--- config.mk ---
export PLATFORM = sky130hd
export DESIGN_NAME = mem_loader
export DESIGN_NICKNAME = d
export VERILOG_FILES = /design/src/rtl/mem_loader_pkg.sv /design/src/rtl/mem_loader_word_packer.sv /design/src/rtl/mem_loader.sv
export SDC_FILE = /design/constraint.sdc
export NUM_CORES = 1
export LEC_CHECK = 0
export ABC_AREA = 1
export ABC_CLOCK_PERIOD_IN_PS = 4400
export CAP_MARGIN = 10
export CORE_MARGIN = 4
export CORE_UTILIZATION = 50
export CTS_CLUSTER_DIAMETER = 150
export DETAILED_ROUTE_END_ITERATION = 8
export GPL_ROUTABILITY_DRIVEN = 0
export HOLD_SLACK_MARGIN = 0.1
export PLACE_DENSITY = 0.71
export SYNTH_ARGS = -nofsm -noshare
export SYNTH_HDL_FRONTEND = slang
export SYNTH_SLANG_ARGS = --single-unit
--- constraint.sdc ---
create_clock -name clk -period 4.4 [get_ports clk]
set_clock_uncertainty 0.1 [all_clocks]
set_input_delay 0.88 -clock clk [delete_from_list [all_inputs] [get_ports clk]]
set_output_delay 0.88 -clock clk [all_outputs]
set_load 0.1 [all_outputs]
--- src/rtl/mem_loader_pkg.sv ---
// mem_loader_pkg: shared types and constants for the UART program/data loader.
// Holds the loader FSM state encoding, the NI byte code meaning "fill the whole
// instruction RAM", the byte order of multi-byte data words and a word-size helper.
package mem_loader_pkg;

  typedef enum logic [2:0] {
    IDLE       = 3'd0,
    INS_CNT    = 3'd1,
    INS_DATA   = 3'd2,
    DAT_CNT_LO = 3'd3,
    DAT_CNT_HI = 3'd4,
    DAT_DATA   = 3'd5,
    CHECK      = 3'd6,
    DONE       = 3'd7
  } loader_state_t;

  // An instruction count byte of zero stands for a full instruction RAM.
  localparam logic [7:0] NI_FULL_CODE = 8'h00;

  // Data words arrive least-significant byte first.
  localparam bit LITTLE_ENDIAN = 1'b1;

  // Number of stream bytes carrying one data word of w bits.
  function automatic int bytes_per_word(input int w);
    return (w + 7) / 8;
  endfunction

endpackage

--- src/rtl/mem_loader_word_packer.sv ---
// word_packer: gathers B = ceil(W/8) stream bytes into one W-bit data word.
// Ports: clk, rstN (sync, active-low), clear (restart at byte 0), byte_vld/byte_dat
// (accepted byte), last (next byte completes a word), word_vld/word_dat (registered word, 1-cycle pulse).
module word_packer
  import mem_loader_pkg::*;
#(
  parameter int W = 12
) (
  input  logic         clk,
  input  logic         rstN,
  input  logic         clear,
  input  logic         byte_vld,
  input  logic [7:0]   byte_dat,
  output logic         last,
  output logic         word_vld,
  output logic [W-1:0] word_dat
);

  localparam int B  = bytes_per_word(W);
  localparam int IW = (B > 1) ? $clog2(B) : 1;

  logic [IW-1:0]  idx;
  logic [IW-1:0]  slot;
  logic [8*B-1:0] acc;
  logic [8*B-1:0] acc_next;

  assign last = (idx == IW'(B - 1));

  // Merge the incoming byte into its lane so the completed word can be
  // registered in the same cycle as its final byte.
  always_comb begin
    slot     = LITTLE_ENDIAN ? idx : (IW'(B - 1) - idx);
    acc_next = acc;
    acc_next[{slot, 3'b000} +: 8] = byte_dat;
  end

  always_ff @(posedge clk) begin
    if (!rstN) begin
      idx      <= '0;
      acc      <= '0;
      word_vld <= 1'b0;
      word_dat <= '0;
    end else begin
      word_vld <= 1'b0;
      if (clear) begin
        idx <= '0;
      end else if (byte_vld) begin
        acc <= acc_next;
        if (last) begin
          idx      <= '0;
          word_vld <= 1'b1;
          // Bits above W in the final byte are dropped here.
          word_dat <= acc_next[W-1:0];
        end else begin
          idx <= idx + 1'b1;
        end
      end
    end
  end

endmodule

--- src/rtl/mem_loader.sv ---
// mem_loader: receives a UART byte stream and writes it into instruction and data RAMs.
// Ports: clk, rstN (sync, active-low), start, rx_data/rx_valid/rx_ready (byte handshake),
// insMem*/dataMem* (RAM write ports, registered, 1-cycle strobes), busy, loadDone, error.
// Option: define LOADER_CHECKSUM_EN to expect a trailing XOR checksum byte and drive error.
module mem_loader
  import mem_loader_pkg::*;
#(
  parameter int CORE_COUNT     = 1,
  parameter int REG_WIDTH      = 12,
  parameter int INS_WIDTH      = 8,
  parameter int INS_MEM_DEPTH  = 256,
  parameter int DATA_MEM_DEPTH = 4096,
  localparam int W  = CORE_COUNT * REG_WIDTH,
  localparam int IA = $clog2(INS_MEM_DEPTH),
  localparam int DA = $clog2(DATA_MEM_DEPTH)
) (
  input  logic                 clk,
  input  logic                 rstN,
  input  logic                 start,
  input  logic [7:0]           rx_data,
  input  logic                 rx_valid,
  output logic                 rx_ready,
  output logic                 insMemWrEn,
  output logic [IA-1:0]        insMemAddr,
  output logic [INS_WIDTH-1:0] insMemData,
  output logic                 dataMemWrEn,
  output logic [DA-1:0]        dataMemAddr,
  output logic [W-1:0]         dataMemData,
  output logic                 busy,
  output logic                 loadDone,
  output logic                 error
);

`ifdef LOADER_CHECKSUM_EN
  localparam loader_state_t AFTER_DATA = CHECK;
`else
  localparam loader_state_t AFTER_DATA = DONE;
`endif

  loader_state_t state;
  loader_state_t state_next;

  logic          accept;
  logic          load_start;
  logic [IA-1:0] ins_cnt;
  logic [IA-1:0] ins_last;
  logic [7:0]    nd_lo;
  logic [DA-1:0] nd_val;
  logic [DA-1:0] nd_last;
  logic [DA-1:0] word_cnt;
  logic          pk_last;
  logic          pk_byte;

  assign accept     = rx_valid && rx_ready;
  assign load_start = start && ((state == IDLE) || (state == DONE));
  // Only the low DA bits of the 16-bit word count are meaningful.
  assign nd_val     = DA'({rx_data, nd_lo});
  assign pk_byte    = accept && (state == DAT_DATA);

  always_ff @(posedge clk) begin
    if (!rstN) state <= IDLE;
    else       state <= state_next;
  end

  always_comb begin
    state_next = state;
    busy       = 1'b1;
    rx_ready   = 1'b0;
    loadDone   = 1'b0;
    case (state)
      IDLE: begin
        busy = 1'b0;
        if (start) state_next = INS_CNT;
      end
      INS_CNT: begin
        rx_ready = 1'b1;
        if (accept) state_next = INS_DATA;
      end
      INS_DATA: begin
        rx_ready = 1'b1;
        if (accept && (ins_cnt == ins_last)) state_next = DAT_CNT_LO;
      end
      DAT_CNT_LO: begin
        rx_ready = 1'b1;
        if (accept) state_next = DAT_CNT_HI;
      end
      DAT_CNT_HI: begin
        rx_ready = 1'b1;
        if (accept) state_next = (nd_val != '0) ? DAT_DATA : AFTER_DATA;
      end
      DAT_DATA: begin
        rx_ready = 1'b1;
        if (accept && pk_last && (word_cnt == nd_last)) state_next = AFTER_DATA;
      end
`ifdef LOADER_CHECKSUM_EN
      CHECK: begin
        rx_ready = 1'b1;
        if (accept) state_next = DONE;
      end
`endif
      DONE: begin
        busy     = 1'b0;
        loadDone = 1'b1;
        if (start) state_next = INS_CNT;
      end
      default: begin
        busy       = 1'b0;
        state_next = IDLE;
      end
    endcase
  end

  // Counters and the registered instruction write port.
  always_ff @(posedge clk) begin
    if (!rstN) begin
      ins_cnt     <= '0;
      ins_last    <= '0;
      nd_lo       <= '0;
      nd_last     <= '0;
      word_cnt    <= '0;
      insMemWrEn  <= 1'b0;
      insMemAddr  <= '0;
      insMemData  <= '0;
      dataMemAddr <= '0;
    end else begin
      insMemWrEn <= 1'b0;
      if (load_start) begin
        ins_cnt  <= '0;
        word_cnt <= '0;
      end
      if (accept) begin
        case (state)
          INS_CNT: begin
            ins_last <= (rx_data == NI_FULL_CODE) ? IA'(INS_MEM_DEPTH - 1)
                                                  : IA'(rx_data - 8'd1);
          end
          INS_DATA: begin
            insMemWrEn <= 1'b1;
            insMemAddr <= ins_cnt;
            insMemData <= INS_WIDTH'(rx_data);
            ins_cnt    <= ins_cnt + 1'b1;
          end
          DAT_CNT_LO: nd_lo <= rx_data;
          // Only used when the count is non-zero, so the decrement never underflows in use.
          DAT_CNT_HI: nd_last <= nd_val - 1'b1;
          DAT_DATA: begin
            if (pk_last) begin
              dataMemAddr <= word_cnt;
              word_cnt    <= word_cnt + 1'b1;
            end
          end
          default: ;
        endcase
      end
    end
  end

  // Data word strobe and payload come straight from the packer's registers,
  // landing one cycle after the word's final byte, alongside dataMemAddr.
  word_packer #(.W(W)) u_packer (
    .clk      (clk),
    .rstN     (rstN),
    .clear    (load_start),
    .byte_vld (pk_byte),
    .byte_dat (rx_data),
    .last     (pk_last),
    .word_vld (dataMemWrEn),
    .word_dat (dataMemData)
  );

`ifdef LOADER_CHECKSUM_EN
  logic [7:0] csum;

  always_ff @(posedge clk) begin
    if (!rstN) begin
      csum  <= '0;
      error <= 1'b0;
    end else if (load_start) begin
      csum  <= '0;
      error <= 1'b0;
    end else if (accept) begin
      if (state == CHECK) error <= (rx_data != csum);
      else                csum  <= csum ^ rx_data;
    end
  end
`else
  assign error = 1'b0;
`endif

endmodule

==> metrics.md, run 1 <==
| Metric | Value |
|---|---|
| YS warnings | 0 |
| Post-synth design cell area | between 4000 and 5000 um^2 |
| Layout cells sized above 1 | 0.0586 |
| CTS clk-pin slew, worst paths | approximately 100 ps |
| RSZ-0062 raised after global routing | no |
| CTS H-tree depth | 3 |
| Synth top area share | 0.446 |
| Layout Nets | 695 |
| Leakage | 2.09 nW |
| Mapped Avg Cell Area | ~7.2 um^2 |
| WS Path Type | flip-flop to primary output |
| Max IR drop VDD | between 0.2 and 0.3 mV |
| Startpoint types | flip-flop |
| Post-synth EDFFs | 0 |
| Largest cells by area after synthesis | dfxtp_1 (45%), nand2_1 (9.0%), o21ai_0 (8.0%), a21oi_1 (7.5%), nor2_1 (6.5%) |
| Initial core utilization | 0.520 |
| Yosys cell types | 40 |
| Hold buffer count at CTS | 0 |
| IO buf count | between 50 and 60 |
| Seq cells post-synth | about 100 |
| TritonCTS buffer count | 9 |
| Finish-stage setup viols | 0 |
| CTS tree | yes |
| CTS resizes | 0 |
| Mapped Cells | between 600 and 700 |
| Hold Vio Cnt, Final | 0 |
| Arrival @ worst endpoint | around 2300 ps |
| Number of core rows | 34 |
| GRT Overall Usage | 0.213 |
| Synth Flop Type | dfxtp_1 |
| CP required | between 3000 and 4000 ps |
| Status | completed |
| Cell taking the most area after synthesis | dfxtp_1 |
| Cell area power density | between 400 and 500 nW/um^2 |
| Core box area | roughly 8800 um^2 |
| Critical path peak fanout | 8 |
| Chip height | ~100 um |
| Crit end category | primary output |
| Post-route insts no fill | between 700 and 800 |
| Vias per std cell | ~5.3 |
| Placed Cells incl. Taps | approximately 780 |
| Seq/Total Area, Yosys | 0.446 |
| Worst-margin pin slew | a little under 1000 ps |
| Die area | between 10000 and 15000 um^2 |
| Sink Count | between 100 and 150 |
| Setup TNS | 0 ps |
| Total number of vias | about 4200 |
| Pwr Total | between 2 and 2.5 mW |
| CTS max path bufs | 2 |
| Vias in the first global route | slightly above 4000 |
| GRT overflow | 0 |
| Clk root buf | clkbuf_8 |
| Async SR Flop Fraction | 0 |
| Slew margin rel. | 0.343 |
| Post-CTS setup buffer count | 0 |
| Clock Latency Late Sink | 360 ps |
| Final period utilization | 0.735 |
| Max Fclk | ~310 MHz |
| Final WL | 11000 um |
| Routed len/inst | approximately 14 um |
| Drt pass-1 iters | 5 |
| Die X | between 100 and 150 um |
| P&R area growth vs syn | 16.5% |
| Pin count of the biggest net entering global routing | a little under 70 |
| Antenna diode count | 0 |
| Max Cap Viol | 0 |
| DP HPWL | 8030 um |
| Final Critical Period | 3240 ps |
| Slew Limit Fails | 0 |
| First-pass GRT wire length | roughly 19000 um |
| Routed Antenna Nets | 0 |
| DR iter-0 viols | roughly 210 |
| Top Ports | a little under 60 |
| Initial antenna violation count | 0 |
| Fillers | 820 |
| Syn nets | 653 |
| # DRC | 0 |
| Hold crit path type | flip-flop to flip-flop |
sequential cells by signal (all words and copies together) (netlist names):
name,count
nd_lo,8
word_cnt,12
ins_cnt,8
u_packer.word_dat,12
dataMemAddr,12
u_packer.word_vld,1
u_packer.last,1
nd_last,12
insMemData,8
state,3
insMemAddr,8
u_packer.acc,8
ins_last,8
insMemWrEn,1
routing by layer:
metal | vias to the layer above | wire, um | track usage
li1 | 2174 | - | -
met1 | 1909 | 5350 | 0.281
met2 | 125 | 5000 | 0.346
met3 | 17 | 499 | 0.0410
met4 | 0 | 204 | 0.0798
met5 | - | 0 | 0
worst paths after layout:
path	cells past startpoint	startpoint	slack (ps)	end
worst min register to register	2	insMemAddr[7]$_SDFFE_PN0P_	370	insMemAddr[7]$_SDFFE_PN0P_
worst max-delay path	3	state[2]$_SDFFE_PN0P_	1160	loadDone
worst max register to register	9	state[1]$_SDFFE_PN0P_	2150	ins_cnt[6]$_SDFF_PN0_
worst min-delay path	2	insMemAddr[7]$_SDFFE_PN0P_	370	insMemAddr[7]$_SDFFE_PN0P_
cells in the mapped netlist (6+ instances only):
cell type / n
inv_2: 8
nor3_1: 13
a31oi_1: 6
clkbuf_1: 16
a21oi_1: 69
nand3_1: 18
inv_1: 71
nor2_1: 79
o21ai_0: 73
dfxtp_1: 102
nand2_1: 110
through the flow:
stage / area, um^2 / utilization / hold slack (ps) / worst slack [ps]
5_1_grt: 5340 / 0.606 / 388 / 1050
3_3_place_gp: 5150 / 0.585 / 356 / 1330
2_1_floorplan: 4580 / - / 344 / 1590
4_1_cts: 5340 / 0.606 / 370 / 1140
6_report: 5340 / 0.606 / 370 / 1160
3_5_place_dp: 5150 / 0.585 / 355 / 1230
area by class of cell:
type	count	area (um^2)	area share
Multi-Input combinational cell	428	2120	0.396
Sequential cell	102	2040	0.383
Timing Repair Buffer	57	558	0.105
Clock inverter	4	31.3	0.00586
Tap cell	108	135	0.0253
Clock buffer	12	155	0.0291
Inverter	80	300	0.0563
logic make-up (layout without fill, tap and decap cells):
| group | count (synthesis) | count (layout) | share of synthesized area |
|---|---|---|---|
| other | 1 | 1 | 0.000819 |
| flip-flops | 102 | 102 | 0.446 |
| adder cells (fa/ha/maj) | 5 | 5 | 0.0137 |
| buffers and inverters | 106 | 153 | 0.0923 |
| AO/OA/AOI/OAI | 174 | 174 | 0.206 |
| AND/OR/NAND/NOR | 239 | 239 | 0.224 |
| XOR/XNOR | 9 | 9 | 0.0172 |
critical path: stages, from the launching register on:
cell and delay [ps]:
dfxtp_1 520, nand2_1 90, nor2_1 130, clkdlybuf4s50_1 1150
cell usage in the layout, fill, tap and decap left out, types with 2 or more instances in the layout:
cell type	count
nand2_1	110
dfxtp_1	102
nor2_1	79
o21ai_0	73
inv_1	71
a21oi_1	69
clkdlybuf4s50_1	53
nand3_1	18
nor3_1	13
clkbuf_8	11
inv_2	8
a31oi_1	6
xnor2_1	5
nand4_1	5
a211oi_1	5
ha_1	5
nor2_4	4
xor2_1	4
o21ai_1	3
a221oi_1	3
o31ai_1	3
clkinvlp_4	3
buf_4	3
o211ai_1	2
o22ai_1	2
o21bai_1	2
nor3_2	2
a2111oi_0	2
nor4_1	2
report_power, final:
| part | total, mW | internal, mW | leakage, nW | switching (mW) |
|---|---|---|---|---|
| logic | 0.812 | 0.200 | 1.18 | 0.611 |
| registers | 1.05 | 0.995 | 0.824 | 0.0516 |
| clock network | 0.560 | 0.238 | 0.0848 | 0.322 |
(Power assumes the default switching activity.)
==> inputs of run 2 (changes only) <==
--- a/config.mk
+++ b/config.mk
@@ -6,7 +6,7 @@
 export NUM_CORES = 1
 export LEC_CHECK = 0
 export ABC_AREA = 1
-export ABC_CLOCK_PERIOD_IN_PS = 4400
+export ABC_CLOCK_PERIOD_IN_PS = 3000
 export CAP_MARGIN = 10
 export CORE_MARGIN = 4
 export CORE_UTILIZATION = 50
==> constraint.sdc (replaced) <==
create_clock -name clk -period 3 [get_ports clk]
set_clock_uncertainty 0.1 [all_clocks]
set_input_delay 0.6 -clock clk [delete_from_list [all_inputs] [get_ports clk]]
set_output_delay 0.6 -clock clk [all_outputs]
set_load 0.1 [all_outputs]
==> run 2 against run 1 <==
Routed wire length increased by 1.8%. Core utilization decreased by 0.84 points. Largest cell class unchanged. Final area decreased by 1.4%. Critical path type unchanged. Via count increased by 0.14%. Non-clock buffer count increased by 6. Register-to-register slack got worse by 1300 ps.
==> metrics.md, run 2 (same netlist as run 1, synthesis figures left out) <==
| Metric | Value |
|---|---|
| Status | completed |
| Core box area | 8810 um^2 (unchanged) |
| Slew Limit Fails | 0 (unchanged) |
| Layout Nets | 701 (+0.86%) |
| Total number of vias | 4231 (+0.14%) |
| Setup TNS | 0 ps (unchanged) |
| Clk root buf | clkbuf_8 |
| Crit Reg-Reg Startpoint | state[2]$_SDFFE_PN0P_ |
| CTS max path bufs | 2 (unchanged) |
| Die X | 104 um (unchanged) |
| Commonest non-fill, non-tap cells in the layout | nand2_1 (110), dfxtp_1 (102), nor2_1 (79) |
| IO buf count | 56 (unchanged) |
| CTS resizes | 0 (unchanged) |
| DP HPWL | 8280 um (+3.1%) |
| Post-route insts no fill | 797 (+0.76%) |
| Slew margin rel. | 0.547 (+0.204) |
| Initial core utilization | 0.520 (unchanged) |
| Routed len/inst | 14.1 um (+1.0%) |
| Commonest non-fill, non-tap cell in the layout | nand2_1 |
| Worst Hold Endpoint | insMemAddr[7]$_SDFFE_PN0P_ |
| Initial antenna violation count | 0 (unchanged) |
| Leakage | 2.21 nW (+5.5%) |
| Arrival @ worst endpoint | 1810 ps (-450 ps) |
| Routed Antenna Nets | 0 (unchanged) |
| Number of core rows | 34 (unchanged) |
| Final worst setup slack | 489 ps (-675 ps) |
| Worst reg-to-reg setup slack | 850 ps (-1300 ps) |
| Hold Path Cell Cnt | 2 (unchanged) |
| Critical path peak fanout | 8 (unchanged) |
| Final period utilization | 0.837 |
| Startpoint types | flip-flop |
| P&R area growth vs syn | 14.9% |
| Final WL | 11200 um (+1.8%) |
| Pin count of the biggest net entering global routing | 45 (-35%) |
| Drt pass-1 iters | 5 (unchanged) |
| Sink Count | 102 (unchanged) |
| TritonCTS buffer count | 9 (unchanged) |
| WS Path Type | flip-flop to primary output |
| Top Ports | 58 (unchanged) |
| WHS | 370 ps (+0.915 ps) |
| RR Endpoint | u_packer.word_dat[8]$_SDFFE_PN0P_ |
| CTS H-tree depth | 3 (unchanged) |
| Clock Latency Late Sink | 360 ps (about the same) |
| CTS tree | yes |
| GRT Overall Usage | 0.214 (+0.00108) |
| Max IR drop VDD | 0.510 mV (+71%) |
| CTS clk-pin slew, worst paths | 100 ps (about the same) |
| Area post-placement | 5090 um^2 (-1.2%) |
| Antenna diode count | 0 (unchanged) |
| DR iter-0 viols | 215 (+0.47%) |
| Crit end category | primary output |
| Vias in the first global route | 3957 (-3.9%) |
| First-pass GRT wire length | 19200 um (-0.43%) |
| Worst-margin pin slew | 679 ps (-304 ps) |
| Die area | 10800 um^2 (unchanged) |
| Placed Cells incl. Taps | 781 (+0.77%) |
| Hold crit path type | flip-flop to flip-flop |
| Max Cap Viol | 0 (unchanged) |
| Hold buffer count at CTS | 0 (unchanged) |
| Finish-stage setup viols | 0 (unchanged) |
| Fillers | 865 (+5.5%) |
| Post-route design area | 5260 um^2 (-1.4%) |
| Layout cells sized above 1 | 0.128 (+0.0692) |
| GRT overflow | 0 (unchanged) |
| Max Fclk | 398 MHz |
| Vias per std cell | 5.31 (-0.61%) |
| Hold Startpoint | insMemAddr[7]$_SDFFE_PN0P_ |
| Chip height | 104 um (unchanged) |
| Hold Vio Cnt, Final | 0 (unchanged) |
| RSZ-0062 raised after global routing | no |
| Cell area power density | 673 nW/um^2 (+49%) |
| # DRC | 0 (unchanged) |
| DP Worst Slack | 293 ps (-940 ps) |
| Worst Reg-to-Reg Cells | 7 (-2) |
| CP required | 2300 ps (-1120 ps) |
| Final Critical Period | between 2000 and 3000 ps |
| Post-CTS setup buffer count | 0 (unchanged) |
-- run 2: changes by cell type in the layout (fill, tap and decap cells not counted), sizes merged --
cell	delta
buf	+49
clkinvlp	-1
inv	+2
clkbuf	-1
clkdlybuf4s50	-43
-- run 2: metrics by stage --
| step | utilization | total power [mW] |
|---|---|---|
| 3_5_place_dp | 0.578 | 2.76 |
| 2_1_floorplan | - | 2.51 |
| 3_3_place_gp | 0.578 | 2.74 |
| 6_report | 0.598 | 3.54 |
| 4_1_cts | 0.598 | 3.55 |
| 5_1_grt | 0.598 | 3.73 |
-- run 2: power by group --
group / internal (mW) / switching, mW
clock network: 0.313 / 0.494
registers: 1.46 / 0.0733
logic: 0.290 / 0.913
total: 2.06 / 1.48
-- run 2: worst max-delay path by stage --
stage | from | end | slack (ps) | cells past startpoint
2_1_floorplan | state[2]$_SDFFE_PN0P_ | word_cnt[5]$_SDFF_PN0_ | 190 | 10
5_1_grt | state[2]$_SDFFE_PN0P_ | rx_ready | 320 | 7
3_3_place_gp | rx_valid | u_packer.word_dat[8]$_SDFFE_PN0P_ | 390 | 8
4_1_cts | state[2]$_SDFFE_PN0P_ | rx_ready | 460 | 7
6_report | state[2]$_SDFFE_PN0P_ | busy | 490 | 7
3_5_place_dp | rx_valid | u_packer.word_dat[8]$_SDFFE_PN0P_ | 290 | 8
-- run 2: area by class of cell --
| cell class | count | area [um^2] | share of cell area |
|---|---|---|---|
| clock buffers | 11 | 131 | 0.0250 |
| inverters | 80 | 300 | 0.0570 |
| flip-flops and latches | 102 | 2040 | 0.388 |
| clock inverters | 5 | 43.8 | 0.00832 |
| repair buffers | 63 | 495 | 0.0941 |
| well taps | 108 | 135 | 0.0257 |
| multi-input cells | 428 | 2120 | 0.402 |
-- run 2: routing by layer --
metal | vias to the layer above | wire [um] | GRT usage
met5 | - | 0 | 0
met4 | 0 | 123 | 0.0636
met3 | 11 | 711 | 0.0392
met2 | 137 | 5190 | 0.349
met1 | 1898 | 5210 | 0.290
li1 | 2185 | - | -
-- run 2: critical path: stages, from the launching register on --
cell and delay [ps]:
dfxtp_1 540, nand3_2 220, nand2_1 150, nor2_1 60
inv_1 70, nor2_1 60, inv_1 70, buf_4 280
==> inputs of run 3 (changes only) <==
--- a/config.mk
+++ b/config.mk
@@ -6,7 +6,7 @@
 export NUM_CORES = 1
 export LEC_CHECK = 0
 export ABC_AREA = 1
-export ABC_CLOCK_PERIOD_IN_PS = 3000
+export ABC_CLOCK_PERIOD_IN_PS = 2600
 export CAP_MARGIN = 10
 export CORE_MARGIN = 4
 export CORE_UTILIZATION = 50
==> constraint.sdc (replaced) <==
create_clock -name clk -period 2.6 [get_ports clk]
set_clock_uncertainty 0.1 [all_clocks]
set_input_delay 0.52 -clock clk [delete_from_list [all_inputs] [get_ports clk]]
set_output_delay 0.52 -clock clk [all_outputs]
set_load 0.1 [all_outputs]
==> run 3 against run 2 <==
Critical endpoint is now rx_ready. Clock power is 19% higher. Core utilization is 0.74 points higher. Cell count up 0.38%. Critical path depth stayed put. Largest cell class unchanged. Routed wire length barely moved. Count of clock-buffer cells in the layout decreased by 1. Combinational power up 22%. First-iteration DRC count is 13% higher.
==> metrics.md, run 3 (same netlist as run 1, synthesis figures left out) <==
| Metric | Value |
|---|---|
| Sequential Area | 2040 um^2 (unchanged) |
| Crit-path cells | nand3_1 > nand2_1 > nor2_1 > inv_1 > nor2_1 > inv_1 > buf_12 |
| Die X | 104 um (unchanged) |
| Initial antenna violation count | 0 (unchanged) |
| Sink Count | 102 (unchanged) |
| DP HPWL | 8360 um (+0.93%) |
| Fillers | 820 (-5.2%) |
| Core box area | 8810 um^2 (unchanged) |
| Arrival @ worst endpoint | 1750 ps (-60 ps) |
| Drt pass-1 iters | 5 (unchanged) |
| Area post-placement | 5140 um^2 (+0.98%) |
| CTS H-tree depth | 3 (unchanged) |
| Layout Nets | 704 (+0.43%) |
| Area of the multi-input gates | 2120 um^2 (+0.12%) |
| Die area | 10800 um^2 (unchanged) |
| CP delay by family, top | flip-flops |
| TritonCTS buffer count | 9 (unchanged) |
| Slew margin rel. | 0.664 (+0.118) |
| Routed Antenna Nets | 0 (unchanged) |
| Pwr Total | 4.19 mW (+18%) |
| Total number of vias | 4267 (+0.85%) |
| CP max stage delay | 520 ps (-20 ps) |
| IO buf count | 56 (unchanged) |
| P&R area growth vs syn | 16.3% |
| Hold crit path type | flip-flop to flip-flop |
| WS Path Type | flip-flop to primary output |
| CTS max path bufs | 2 (unchanged) |
| Post-CTS setup buffer count | 0 (unchanged) |
| CTS resizes | 0 (unchanged) |
| Antenna diode count | 0 (unchanged) |
| Routed len/inst | 14.1 um (-0.34%) |
| WHS | 374 ps (+4.06 ps) |
| Critical path peak fanout | 8 (unchanged) |
| GRT Overall Usage | 0.213 (-0.00110) |
| Hold Vio Cnt, Final | 0 (unchanged) |
| Commonest non-fill, non-tap cells in the layout | nand2_1 (110), dfxtp_1 (102), nor2_1 (78) |
| Worst-margin pin slew | 502 ps (-177 ps) |
| Leakage | 2.25 nW (+1.7%) |
| Cell area power density | 786 nW/um^2 (+17%) |
| Final period utilization | 0.911 |
| # DRC | 0 (unchanged) |
| Vias in the first global route | 4076 (+3.0%) |
| Clock Latency Late Sink | 370 ps (about the same) |
| Number of core rows | 34 (unchanged) |
| Commonest non-fill, non-tap cell in the layout | nand2_1 |
| Pin count of the biggest net entering global routing | 41 (-8.9%) |
| Max IR drop VDD | 0.620 mV (+22%) |
| Setup TNS | 0 ps (unchanged) |
| RSZ-0062 raised after global routing | no |
| Final WL | 11200 um (about the same) |
| Startpoint types | flip-flop |
| CP required | 1980 ps (-320 ps) |
| DR iter-0 viols | 244 (+13%) |
| Final Critical Period | around 2400 ps |
| Finish-stage setup viols | 0 (unchanged) |
| GRT overflow | 0 (unchanged) |
| Max Fclk | ~420 MHz |
| Hold buffer count at CTS | 0 (unchanged) |
| Crit end category | primary output |
| Chip height | 104 um (unchanged) |
| DP Worst Slack | 125 ps (-167 ps) |
| CTS clk-pin slew, worst paths | 100 ps (about the same) |
| Status | completed |
| Layout cells sized above 1 | 0.134 (+0.00667) |
| CP bufs+invs | 3 (unchanged) |
| Top Ports | 58 (unchanged) |
| Final worst setup slack | 232 ps (-257 ps) |
| CP max stage cell | dfxtp_1 |
| Clk root buf | clkbuf_8 |
| CTS tree | yes |
| Vias per std cell | 5.33 (+0.47%) |
| Slew Limit Fails | 0 (unchanged) |
| Post-route design area | 5330 um^2 (+1.2%) |
| First-pass GRT wire length | 19200 um (+0.43%) |
| Initial core utilization | 0.520 (unchanged) |
| Max Cap Viol | 0 (unchanged) |
## run 3: cell types whose count changed in the layout (fill, tap and decap cells not counted), sizes merged
cell      change
clkinvlp      -2
inv           +2
clkbuf        -1
buf           +3
clkinv        +1
## run 3: worst paths after layout
check | from | to | slack, ps | depth (start not counted)
hold / removal | insMemAddr[3]$_SDFFE_PN0P_ | insMemAddr[3]$_SDFFE_PN0P_ | 370 | 2
hold reg to reg | insMemAddr[3]$_SDFFE_PN0P_ | insMemAddr[3]$_SDFFE_PN0P_ | 370 | 2
setup reg to reg | state[2]$_SDFFE_PN0P_ | word_cnt[8]$_SDFF_PN0_ | 610 | 7
setup / recovery | state[2]$_SDFFE_PN0P_ | rx_ready | 230 | 7
## run 3: final cells by class
cell class | count | share of cell area
flip-flops and latches | 102 | 0.383
clock inverters | 6 | 0.0117
well taps | 108 | 0.0254
inverters | 80 | 0.0564
repair buffers | 66 | 0.102
multi-input cells | 428 | 0.398
clock buffers | 10 | 0.0239
## run 3: report_power, final
group	internal (mW)	switching [mW]
Clock	0.376	0.584
Sequential	1.68	0.0832
Combinational	0.401	1.06
## run 3: tightest hold or removal path: cells and delay by family (launching register included)
| family | cells | cell delay [ps] |
|---|---|---|
| AOI/OAI and AO/OA | 1 | 60 |
| and+or+nand+nor | 1 | 60 |
| DFF | 1 | 320 |
## run 3: per-layer routing
metal  part of all wire  wire (um)  GRT usage  vias up
li1                   -          -          -     2191
met4              0.014        160     0.0655        0
met2               0.46       5200      0.355      122
met1               0.47       5330      0.280     1935
met3              0.050        560     0.0404       19
met5                  0          0          0        -
## run 3: metrics by stage
stage | util | instances
floorplan | - | 636
global placement | 0.584 | 784
detailed placement | 0.584 | 784
CTS | 0.605 | 800
global route | 0.605 | 800
finish | 0.605 | 800
